[src/rtl/hazard_forward_unit.sv]
// Hazard detection and forwarding control: load-use stall, redirect flush and registered ForwardA/B codes.
// Optional HAZARD_STATS_EN macro adds saturating stall_count/flush_count outputs.
module hazard_forward_unit #(
  parameter int               REG_W    = 5,
  parameter logic [REG_W-1:0] ZERO_REG = '0
) (
  input  logic             clk,
  input  logic             reset,
  input  logic [REG_W-1:0] id_rs,
  input  logic [REG_W-1:0] id_rt,
  input  logic             id_uses_rs,
  input  logic             id_uses_rt,
  input  logic [REG_W-1:0] id_dest,
  input  logic             id_reg_write,
  input  logic             id_mem_read,
  input  logic             id_redirect,
  output logic [1:0]       fwd_a,
  output logic [1:0]       fwd_b,
  output logic             stall_sel,
  output logic             pc_write,
  output logic             ifid_write,
  output logic             ifid_flush
`ifdef HAZARD_STATS_EN
  ,
  output logic [15:0]      stall_count,
  output logic [15:0]      flush_count
`endif
);

  typedef enum logic {RUN, STALL} state_t;

  state_t           state, state_next;
  logic [REG_W-1:0] ex_dest, mem_dest;
  logic             ex_reg_write, ex_mem_read, mem_reg_write;
  logic             rs_hit_ex, rt_hit_ex, rs_hit_mem, rt_hit_mem;
  logic             load_use, stall;
  logic [1:0]       fwd_a_next, fwd_b_next;

  // The WB slot needs no shadow: codes are registered, so next-WB is the current MEM entry.
  assign rs_hit_ex  = id_uses_rs & ex_reg_write & (ex_dest != ZERO_REG) & (id_rs == ex_dest);
  assign rt_hit_ex  = id_uses_rt & ex_reg_write & (ex_dest != ZERO_REG) & (id_rt == ex_dest);
  assign rs_hit_mem = id_uses_rs & mem_reg_write & (mem_dest != ZERO_REG) & (id_rs == mem_dest);
  assign rt_hit_mem = id_uses_rt & mem_reg_write & (mem_dest != ZERO_REG) & (id_rt == mem_dest);
  assign load_use   = ex_mem_read & (rs_hit_ex | rt_hit_ex);

  always_comb begin
    state_next = state;
    stall      = 1'b0;
    stall_sel  = 1'b1;
    pc_write   = 1'b1;
    ifid_write = 1'b1;
    ifid_flush = 1'b0;
    case (state)
      RUN: begin
        if (load_use) begin
          stall      = 1'b1;
          state_next = STALL;
        end
      end
      STALL:   state_next = RUN;
      default: state_next = RUN;
    endcase
    if (stall) begin
      stall_sel  = 1'b0;
      pc_write   = 1'b0;
      ifid_write = 1'b0;
    end else begin
      ifid_flush = id_redirect & ~reset;
    end
  end

  // A bubble entering EX gets code 0; EX/MEM has priority over MEM/WB.
  always_comb begin
    fwd_a_next = 2'd0;
    fwd_b_next = 2'd0;
    if (!stall) begin
      if (rs_hit_ex)       fwd_a_next = 2'd1;
      else if (rs_hit_mem) fwd_a_next = 2'd2;
      if (rt_hit_ex)       fwd_b_next = 2'd1;
      else if (rt_hit_mem) fwd_b_next = 2'd2;
    end
  end

  always_ff @(posedge clk or posedge reset) begin
    if (reset) begin
      state         <= RUN;
      ex_dest       <= '0;
      ex_reg_write  <= 1'b0;
      ex_mem_read   <= 1'b0;
      mem_dest      <= '0;
      mem_reg_write <= 1'b0;
      fwd_a         <= 2'd0;
      fwd_b         <= 2'd0;
    end else begin
      state         <= state_next;
      mem_dest      <= ex_dest;
      mem_reg_write <= ex_reg_write;
      ex_dest       <= id_dest;
      ex_reg_write  <= id_reg_write & ~stall;
      ex_mem_read   <= id_mem_read & ~stall;
      fwd_a         <= fwd_a_next;
      fwd_b         <= fwd_b_next;
    end
  end

`ifdef HAZARD_STATS_EN
  always_ff @(posedge clk or posedge reset) begin
    if (reset) begin
      stall_count <= 16'd0;
      flush_count <= 16'd0;
    end else begin
      if (stall && stall_count != 16'hFFFF)      stall_count <= stall_count + 16'd1;
      if (ifid_flush && flush_count != 16'hFFFF) flush_count <= flush_count + 16'd1;
    end
  end
`endif

endmodule

[config.mk]
export PLATFORM = sky130hd
export DESIGN_NAME = hazard_forward_unit
export DESIGN_NICKNAME = d
export VERILOG_FILES = /design/src/rtl/hazard_forward_unit.sv
export SDC_FILE = /design/constraint.sdc
export NUM_CORES = 1
export LEC_CHECK = 0
export ABC_AREA = 1
export CORE_MARGIN = 2
export CORE_UTILIZATION = 35
export DETAILED_ROUTE_END_ITERATION = 8
export DONT_BUFFER_PORTS = 1
export PLACE_DENSITY = 0.52
export SLEW_MARGIN = 5
export SYNTH_ARGS = -nofsm -noshare
export SYNTH_HDL_FRONTEND = slang
export SYNTH_SLANG_ARGS = --single-unit
[constraint.sdc]
create_clock -name clk -period 1.4 [get_ports clk]
set_input_delay 0.21 -clock clk [delete_from_list [all_inputs] [get_ports clk]]
set_output_delay 0.21 -clock clk [all_outputs]
set_load 0.005 [all_outputs]
# Yosys cells after proc, flatten, opt, wreduce, memory -nomap -nowiden
# Cells that the tools add are included.
[totals]
regBits = 18
inputBits = 22
output_inout_bits = 8
wordCells = 45
[classes]
eq_ne = 4
mux = 11
bitwise = 20
n_reduce_logical = 2
[op_table]
columns = ["operator", "count"]
rows = [
  ["$eq 5x5->1", 4],
  ["$and 1x1->1", 16],
  ["$mux 2", 6],
  ["$reduce_bool 5->1", 2],
  ["$mux 1", 4],
  ["$not 1->1", 3],
  ["$pmux 1 s2", 1],
  ["$or 1x1->1", 1],
]

# Depth between registers and ports, before layout
[depth]
ltp_word = 9
mapped_depth = 10
mapped_depth_nobuf = 10

# Worst setup path before layout
# No wires, ideal clock.
[synth_timing]
kind = "register to output"
startpoint = "reg ex_dest[2]"
endpoint = "out pc_write"
arrival_ns = 1.092
path_slack_ns = 0.098
path_stages_with_launch = 10
path_buffers = 1
cell_sequence = "dfrtp_1 inv_1 nand2_1 nand2_1 nand2_1 nor2_2 nand2_2 nand2_4 nand2_4 buf_4"
[synth_via]
elab_chain_cells = 8
elab_cells_between_ends = 12
[synth_lines]
columns = ["item", "line", "text"]
rows = [
  ["from (decl)", "33", "logic [REG_W-1:0] ex_dest, mem_dest;"],
  ["from (signal assigned)", "98", "ex_dest <= id_dest;"],
  ["$reduce_bool 5->1", "40, 41", ""],
  ["$and 1x1->1, on equally long branches (2 in a row)", "40, 41", ""],
  ["$or 1x1->1 *", "44", "assign load_use = ex_mem_read & (rs_hit_ex | rt_hit_ex);"],
  ["$and 1x1->1 *", "44", ""],
  ["$mux 1 *", "55", "if (load_use) begin"],
  ["$mux 1 *", "53", "case (state)"],
  ["$mux 1 *", "-", ""],
  ["to (decl)", "20", "output logic pc_write,"],
]
# Mark *: on every way between the ends. The rest lies on a longest branch, timed or not.

# Worst setup path in the final report
[layout_timing]
startpoint = "reg ex_dest[1]"
endpoint = "out ifid_flush"
[layout_via]
elab_chain_cells = 8
elab_cells_between_ends = 12
[layout_lines]
columns = ["item", "line", "text"]
rows = [
  ["$reduce_bool 5->1", "40, 41", ""],
  ["$and 1x1->1, on equally long branches (2 in a row)", "40, 41", ""],
  ["$or 1x1->1 *", "44", ""],
  ["$and 1x1->1 *", "44", ""],
  ["$mux 1 *", "55", ""],
  ["$mux 1 *", "53", ""],
  ["$mux 1 *", "63", "if (stall) begin"],
  ["to (decl)", "22", "output logic ifid_flush"],
]
# Marked as above.

==> impl_metrics.py <==
metrics = {
    "status": {
        "status": "finished, violations left",
        "violations": "setup timing",
    },
    "die": {
        "ios": 30,
        "coreArea_um2": 2690,
        "start_util_pct": 36.2,
        "dieArea_um2": 3220,
        "die_y_um": 56.7,
        "rows": 19,
        "die_width_um": 56.7,
    },
    "final_layout": {
        "multiInputGateArea_um2": 433,
        "design_area_um2": 1190,
        "drive_gt1_share_pct": 20.4,
        "nets": 180,
        "seqCellArea_um2": 450,
        "syn_to_final_growth_pct": 22.8,
        "layout_commonest_cell": "nand2_1",
        "fill_cells": 276,
        "diodes": 0,
        "final_cell_mix": "51 x nand2_1, 21 x inv_1, 18 x dfrtp_1",
    },
    "yosys": {
        "syn_area_per_cell_um2": 6.94,
        "synth-seq-area-share_pct": 46.3,
        "synthDistinctLibCells": 15,
        "synth_nets": 162,
        "synth_area_um2": 972,
        "synthCells": 140,
        "synth_warnings": 0,
        "ys_seq_elements": 18,
    },
    "clock_network": {
        "clk_pin_slew_ns": 0.10,
        "cts_tree": "built",
        "clock_latency_ns": 0.30,
        "clock_sinks": 18,
        "cts_buffer_depth": 2,
        "h-tree-depth": 1,
        "cts_buffers": 3,
        "clockRootBuffer": "clkbuf_4",
    },
    "critical_path": {
        "critPathLaunch": "ex_dest[1]",
        "startpoint_type": "flop",
        "required_ns": 1.19,
        "path_class": "reg2out",
        "reg2reg_to": "fwd_a[1]",
        "worst-path-stages": 7,
        "reg2reg_from": "ex_dest[1]",
        "rrSetupSlack_ns": -0.01,
        "crit_end": "ifid_flush",
        "path_cells": "inv_2, nand3_1, nor2_2, nor2_1, nand2_2, nand2_4, a21oi_2",
        "r2r_cells": 9,
        "slowest_delay_ns": 0.43,
        "cp_max_fo": 4,
        "crit_buf_inv": 1,
        "end_kind": "primary output",
        "crit_family": "simple AND/OR/NAND/NOR gates",
        "arrival_ns": 1.38,
        "critical_path.slowest_cell": "dfrtp_1",
    },
    "run": {
        "cap_viol_max_count": 0,
    },
    "power_and_ir_drop": {
        "switching_share_pct": 26.2,
        "p_switching_uw": 271,
        "combPwrFrac_pct": 14.3,
        "p_leak_uw": 0.000664,
        "power.total_uw": 1030,
        "irDropWorstVdd_mv": 0.437,
        "powerDensity_nw_per_um2": 864,
        "clkPwrFrac_pct": 31.7,
        "p_int_uw": 761,
        "pwr-share-seq_pct": 54.1,
    },
    "sta": {
        "period_share_pct": 114,
        "fin_crit_ns": 1.59,
        "max_freq_mhz": 627,
        "rsz0062_at_grt": "true",
        "relSlewSlack_pct": 84.4,
        "hold_viol": 0,
        "hold_ws_ns": 0.0217,
        "setup_viol": 5,
        "maxSlewViolCount": 0,
        "worst_pin_slew_ns": 0.234,
        "fin_skew_ns": 0.00546,
        "fin_ws_ns": -0.195,
    },
    "global_routing": {
        "grt_overflow": 0,
        "grt_pass1_vias": 819,
        "track_usage_pct": 14.8,
        "grt_pass1_wl_mm": 3.65,
        "antenna_found_initial": 0,
        "grt_max_degree": 19,
    },
    "detailed_routing": {
        "vias": 841,
        "ant_nets": 0,
        "drt_iter0_drc": 37,
        "routed_wl_mm": 2.08,
        "wl_per_cell_um": 11.1,
        "via_per_inst": 4.47,
        "dr.pass1.iters": 4,
        "drc": 0,
    },
    "placement": {
        "io_buffers": 0,
        "gp_congestion": 0.844,
        "place_area_um2": 1010,
        "hpwl_mm": 1.62,
    },
    "hold_path": {
        "hp-class": "in2reg",
    },
}
[synth_stat cells (all sizes together)]
master | count | area [um2]
nand4 | 1 | 6.26
nor2 | 17 | 71.3
inv | 27 | 101
o21ai | 5 | 25.0
nand3 | 5 | 25.0
xnor2 | 1 | 8.76
nand2 | 57 | 234
a21oi | 7 | 35.0
buf | 2 | 15.0
dfrtp | 18 | 450
[worst min path at each step]
stage,from,end,slack [ns],cells after the start
after floorplan,reset,ex_dest[0],0.16,1
after global placement,reset,ex_dest[2],0.23,2
after detailed placement,reset,ex_dest[2],0.23,2
after CTS,id_mem_read,ex_mem_read,0.001,2
after global routing,id_reg_write,ex_reg_write,0.02,2
final,id_reg_write,ex_reg_write,0.02,2
[power by group through the flow]
stage	sequential [uW]	clock [uW]	combinational, uW
2_1_floorplan	564	0	95.5
3_3_place_gp	569	0	121
3_5_place_dp	569	0	120
4_1_cts	559	341	142
5_1_grt	563	360	173
6_report	558	327	147
[worst reg2reg max path, stage by stage, from the launching register on]
cell and delay, ns:
dfrtp_1 0.43, inv_2 0.09, nand3_1 0.10, nor2_2 0.11, nor2_1 0.06, nand2_2 0.10, nand2_4 0.08, buf_4 0.13
buf_4 0.13, a21oi_1 0.12
[metrics by stage]
step / std cells / setup slack [ns] / setup TNS [ns] / util (%)
final: 188 / -0.195 / -0.753 / 44.4
after global routing: 188 / -0.317 / -1.47 / 44.4
after CTS: 185 / -0.207 / -0.755 / 42.9
after detailed placement: 171 / 0.0619 / 0 / 37.6
after global placement: 171 / 0.0940 / 0 / 37.6
after floorplan: 140 / 0.0982 / 0 / -
[final cells by class]
cell class | instances | area share [%]
Timing Repair Buffer | 15 | 11.2
Tap cell | 31 | 3.25
Clock buffer | 4 | 3.04
Sequential cell | 18 | 37.7
Multi-Input combinational cell | 93 | 36.3
Inverter | 27 | 8.49
[sequential cells by signal (all words and copies together), names as in the netlist]
| name | cells |
|---|---|
| ex_reg_write | 1 |
| fwd_b | 2 |
| ex_dest | 5 |
| fwd_a | 2 |
| mem_dest | 5 |
| state | 1 |
| mem_reg_write | 1 |
| ex_mem_read | 1 |
[timing repair]
| action | CTS | global route |
|---|---|---|
| pin swaps | 5 | 7 |
| setup endpoints to repair | 4 | 5 |
| hold endpoints to repair | 23 | 1 |
| hold buffers | 6 | 1 |
| gates resized for setup | 5 | 5 |
| setup buffers | 4 | 2 |
[metal layers]
metal	vias up	routed length, um	GRT usage [%]
met1	373	968	19.8
met2	19	973	23.1
met5	-	0	0
li1	447	-	-
met3	2	120	3.23
met4	0	19	6.12
[kinds of logic after synthesis]
logic type	count (synthesis)	synth area share, %
XOR/XNOR	1	0.901
flip-flops	18	46.3
AND/OR/NAND/NOR	80	34.6
buffers and inverters	29	12.0
AO/OA/AOI/OAI	12	6.18
Note: power is estimated with default switching activity, not from simulation.
